**config.mk**
```make
export PLATFORM = sky130hd
export DESIGN_NAME = membus_port
export DESIGN_NICKNAME = d
export VERILOG_FILES = /design/src/rtl/sm83_pkg.sv /design/src/rtl/membus_wait_ctr.sv /design/src/rtl/membus_port.sv
export SDC_FILE = /design/constraint.sdc
export NUM_CORES = 1
export LEC_CHECK = 0
export CAP_MARGIN = 20
export CORE_UTILIZATION = 33
export CTS_BUF_LIST = sky130_fd_sc_hd__clkbuf_16
export DETAILED_ROUTE_END_ITERATION = 12
export PLACE_DENSITY = 0.66
export SLEW_MARGIN = 10
export SYNTH_ARGS = -nofsm -noshare
export SYNTH_HDL_FRONTEND = slang
export SYNTH_HIERARCHICAL = 1
export SYNTH_SLANG_ARGS = --single-unit
```
**constraint.sdc**
```tcl
create_clock -name clk -period 1.7 [get_ports clk]
set_input_delay 0.34 -clock clk [delete_from_list [all_inputs] [get_ports clk]]
set_output_delay 0.34 -clock clk [all_outputs]
set_load 0.03 [all_outputs]
```
**src/rtl/sm83_pkg.sv**
```systemverilog
// Shared SM83 bus definitions: wrz transfer encodings and the membus_port state encoding.
package sm83_pkg;

    localparam logic [1:0] WRZ_WRITE = 2'd0;
    localparam logic [1:0] WRZ_READ  = 2'd1;
    localparam logic [1:0] WRZ_HIZ   = 2'd2;

    typedef enum logic [2:0] {
        ST_IDLE,
        ST_ACCESS,
        ST_CAPTURE,
        ST_WAIT,
        ST_DONE,
        ST_HOLD
    } membus_state_t;

    // Codes 2 and 3 both mean "bus released".
    function automatic logic wrz_is_release(input logic [1:0] wrz);
        return wrz[1];
    endfunction

endpackage

```
**src/rtl/membus_wait_ctr.sv**
```systemverilog
// 4-bit loadable down-counter that paces the wait-state phase of a bus access.
module membus_wait_ctr (
    input  logic       clk,
    input  logic       rst,
    input  logic       load,
    input  logic       dec,
    input  logic [3:0] load_val,
    output logic [3:0] value,
    output logic       zero
);

    always_ff @(posedge clk) begin
        if (rst)
            value <= 4'd0;
        else if (load)
            value <= load_val;
        else if (dec && value != 4'd0)
            value <= value - 4'd1;
    end

    assign zero = (value == 4'd0);

endmodule

```
**src/rtl/membus_port.sv**
```systemverilog
// Responder for the wrz bus-transfer protocol, fronting a 1-cycle-latency single-port RAM.
module membus_port
    import sm83_pkg::*;
#(
    parameter int ADDR_W      = 16,
    parameter int DATA_W      = 8,
    parameter int WAIT_STATES = 1
) (
    input  logic              clk,
    input  logic              rst,
    input  logic [ADDR_W-1:0] addr_bus,
    input  logic [DATA_W-1:0] data_in,
    input  logic [1:0]        mem_wrz,
    output logic [DATA_W-1:0] data_out,
    output logic              data_oe,
    output logic              ready,
    output logic              ram_en,
    output logic              ram_we,
    output logic [ADDR_W-1:0] ram_addr,
    output logic [DATA_W-1:0] ram_wdata,
    input  logic [DATA_W-1:0] ram_rdata
);

    membus_state_t state;
    logic          is_read;
    logic          accept;
    logic [3:0]    wait_val;
    logic          wait_zero;
    logic          wait_last;

    assign accept    = (state == ST_IDLE) && !wrz_is_release(mem_wrz);
    assign wait_last = (wait_val == 4'd1);

    // Loaded at accept so the zero flag already says whether WAIT is skipped.
    membus_wait_ctr u_wait_ctr (
        .clk      (clk),
        .rst      (rst),
        .load     (accept),
        .dec      (state == ST_WAIT),
        .load_val (4'(WAIT_STATES)),
        .value    (wait_val),
        .zero     (wait_zero)
    );

    always_ff @(posedge clk) begin
        if (rst) begin
            state     <= ST_IDLE;
            is_read   <= 1'b0;
            data_out  <= '0;
            data_oe   <= 1'b0;
            ready     <= 1'b0;
            ram_en    <= 1'b0;
            ram_we    <= 1'b0;
            ram_addr  <= '0;
            ram_wdata <= '0;
        end else begin
            ram_en <= 1'b0;
            ram_we <= 1'b0;
            ready  <= 1'b0;
            case (state)
                ST_IDLE: begin
                    if (accept) begin
                        ram_en   <= 1'b1;
                        ram_we   <= (mem_wrz == WRZ_WRITE);
                        ram_addr <= addr_bus;
                        is_read  <= (mem_wrz == WRZ_READ);
                        if (mem_wrz == WRZ_WRITE)
                            ram_wdata <= data_in;
                        state <= ST_ACCESS;
                    end
                end
                ST_ACCESS: begin
                    if (is_read)
                        state <= ST_CAPTURE;
                    else if (wait_zero) begin
                        ready <= 1'b1;
                        state <= ST_DONE;
                    end else
                        state <= ST_WAIT;
                end
                ST_CAPTURE: begin
                    data_out <= ram_rdata;
                    data_oe  <= 1'b1;
                    if (wait_zero) begin
                        ready <= 1'b1;
                        state <= ST_DONE;
                    end else
                        state <= ST_WAIT;
                end
                ST_WAIT: begin
                    if (wait_last) begin
                        ready <= 1'b1;
                        state <= ST_DONE;
                    end
                end
                ST_DONE: state <= ST_HOLD;
                ST_HOLD: begin
                    // A held write here is the requester skipping release; never execute it.
                    if (mem_wrz != WRZ_READ)
                        data_oe <= 1'b0;
                    if (wrz_is_release(mem_wrz))
                        state <= ST_IDLE;
                end
                default: state <= ST_IDLE;
            endcase
        end
    end

endmodule

```
==> metrics <==
outcome=finished, final reports clean; Yosys warnings=6; worst skew pair latency=approximately 0.28 ns; CP Capture Type=output port; NumNets Final=approximately 340; CTS tree=yes; flops & latches, synth=44; share of post-route cells with drive strength above 1=~14%; gpl congestion=between 0.8 and 0.9; crit-path cells=clkdlybuf4s50_1; Yosys top cell area share=roughly 47%; Initial DRT Pass Iterations=4; DPL Wire Length=3063 um; met2 GRT Util=between 20% and 30%; Seq/Total Area, Yosys=around 47%; initial antenna violation count=0; vias in the first global route=~1800; Cell variety after synth=36; cell area after synthesis=about 1900 sq um; clock sinks=44; Setup TNS=0 ns; Max Cap Viol=0; Residual DRC=0; H-tree levels=2; R2R setup slack=0.08 ns; RR Startpoint=u_wait_ctr/value[1]$_SDFFE_PP0P_; number of core rows=26; PD cells=1546 nW/um^2; Synth async-reset ratio=0%; crit path DAT=1.30 ns; final instance area=between 2000 and 3000 sq um; final wirelength=between 4000 and 5000 um; family with the most delay on the worst path=buffers and inverters; placed instance area=2773 sq um; # diodes=0; Num CTS Buffers=5; hold_sp=rst; antenna-violating nets left=0; initial core utilization=between 30% and 40%; clk_skew=roughly 0.0067 ns; CP required=between 1 and 1.5 ns; Gate Count Post-Synth=about 220; ys flop type=dfxtp_1; Root Buffer=clkbuf_16; Top-Level Pins=between 70 and 80; Max Clock Freq=around 0.6 GHz; GRT overflow=0; Hold Buf Count CTS=0; number of flops mapped to enable cells by yosys=0; first-pass GRT wire length=roughly 7700 um; gr busiest metal=met2; r2r worst-path depth=6; total power=about 4.6 mW; die area=approximately 5900 sq um; Max clock buf depth=2; Crit path buffers/inverters=1; final period utilization=between 90% and 100%; Hold Path Cell Cnt=2; CP max-delay cell=clkdlybuf4s50_1; CP max stage delay=roughly 0.68 ns; leading area contributor after synthesis=dfxtp_1; GR Util All Layers=between 15 and 20%; detailed-route via count=~1800; met3 Track Usage GR=roughly 5%; endpoints failing hold=0; Final Max Slew Viols=0; worst hold path class=in2reg; Synth area leaders=dfxtp_1, nand2_1, a21oi_1, mux2i_1, o21ai_0; IO Port Bufs=roughly 70; endpoints failing setup=0; largest net degree at the start of global routing=28; hold endpoint=ram_addr[12]$_SDFFE_PP0P_; met1 GRT Util=18.94%; RSZ-0062 raised after global routing=false; WL per Instance=~12 um; synthesized area per cell=8.614 sq um; Die Y=approximately 77 um; CP Class=reg2out; fin crit period=1.641 ns; Area growth syn-to-layout=59.58%; VDD IR max=a little under 0.0008 V; Reg2Reg Capture Point=u_wait_ctr/value[1]$_SDFFE_PP0P_; fill cell count=roughly 500; Die Width=77.09 um; CP Launch Type=flip-flop; P_leak=~1.1 nW; Iteration-0 DRC Markers=between 40 and 50; Crit Path Max Fanout=2; mean number of vias per cell=4.709; crit path launch=ram_addr[1]$_SDFFE_PP0P_; clk slew on worst S/H paths=around 0.060 ns; total core area=about 5300 sq um
[worst max-delay path by stage]
stage,end,slack [ns],depth (start not counted)
2_1_floorplan,state[0]$_SDFFE_PP0P_,0.01,7
3_3_place_gp,u_wait_ctr/value[1]$_SDFFE_PP0P_,-0.21,6
3_5_place_dp,u_wait_ctr/value[1]$_SDFFE_PP0P_,-0.20,6
4_1_cts,u_wait_ctr/value[1]$_SDFFE_PP0P_,0.03,6
5_1_grt,data_out[0],0.0004,1
6_report,ram_addr[1],0.06,1
[per-layer routing]
metal  routed length (um)  share of wire (%)
met2                 2103                 47
met3                  281                6.3
met5                    0                  0
met4                   51                1.1
met1                 2014                 45
[synthesized netlist by cell type (5+ instances only)]
| cell | number |
|---|---|
| nor2b_1 | 5 |
| clkbuf_1 | 7 |
| mux2i_1 | 9 |
| nand2_1 | 40 |
| dfxtp_1 | 44 |
| nor2_1 | 17 |
| a21oi_1 | 27 |
| inv_1 | 5 |
| o21ai_0 | 14 |
| nand3b_1 | 8 |
[report_power, final]
group	switching [mW]	internal [mW]	total, mW
logic	1.13	0.995	2.13
clock network	0.391	0.690	1.08
registers	0.123	1.26	1.38
total	1.65	2.94	4.59
[repair_timing]
action,in CTS,in global routing
setup endpoints to repair,0,6
setup buffers,0,1
gates resized for setup,0,7
[kinds of logic (layout without fill, tap and decap cells)]
group / after synthesis / in the layout / synth area share, %
simple gates: 84 / 84 / 22.06
compound gates: 55 / 55 / 18.16
flops: 44 / 44 / 47.34
buf+inv: 21 / 108 / 6.523
mux: 9 / 9 / 4.842
other cells: 2 / 4 / 0.4036
fa+ha+maj: 1 / 1 / 0.6724
[cell usage in the layout, fill, tap and decap left out, drive strengths merged]
master         Yosys  routed
clkdlybuf4s50      0      70
o211a              1       1
conb               2       4
a221oi             1       1
buf                8      24
nor4b              2       2
dfxtp             44      44
a211oi             1       1
a21o               1       1
o31a               2       2
nor2              17      17
a2111oi            1       1
mux2i              9       9
or3b               1       1
a21oi             27      27
or4                1       1
clkbuf             7       5
nand2b             1       1
inv                5       5
nor3               3       3
a311oi             3       3
nand2             40      40
bufinv             0       1
o21ai             15      15
nand3b             8       8
nor2b              5       5
nand3              2       2
a31oi              2       2
clkinv             1       3
nand4b             1       1
nor3b              3       3
ha                 1       1
a311o              1       1
[sequential cells by signal, indices dropped and copies added, names as in the netlist]
name and cells:
state 3, data_oe 1, u_wait_ctr/value 4, ready 1, ram_wdata 8, data_out 8, ram_en 1, ram_we 1
ram_addr 16, is_read 1
[per-stage QoR]
step | setup WS (ns) | instances | util [%] | hold slack (ns)
after floorplan | 0.01300 | 218 | - | 0.4121
after global placement | -0.2064 | 366 | 52.61 | 0.4417
after detailed placement | -0.2020 | 366 | 52.61 | 0.4487
after CTS | 0.02674 | 374 | 55.79 | 0.4273
after global routing | 0.0004331 | 375 | 56.34 | 0.4470
final | 0.05852 | 375 | 56.34 | 0.4226
[layout make-up]
| type | count | area (sq um) | area share (%) |
|---|---|---|---|
| repair buffers | 94 | 903.4 | 30.43 |
| flip-flops and latches | 44 | 884.6 | 29.79 |
| well taps | 70 | 87.58 | 2.950 |
| clock inverters | 3 | 42.54 | 1.433 |
| inverters | 6 | 35.03 | 1.180 |
| clock buffers | 5 | 125.1 | 4.214 |
| multi-input cells | 153 | 890.9 | 30.00 |
Note: power is estimated with default switching activity, not from simulation.
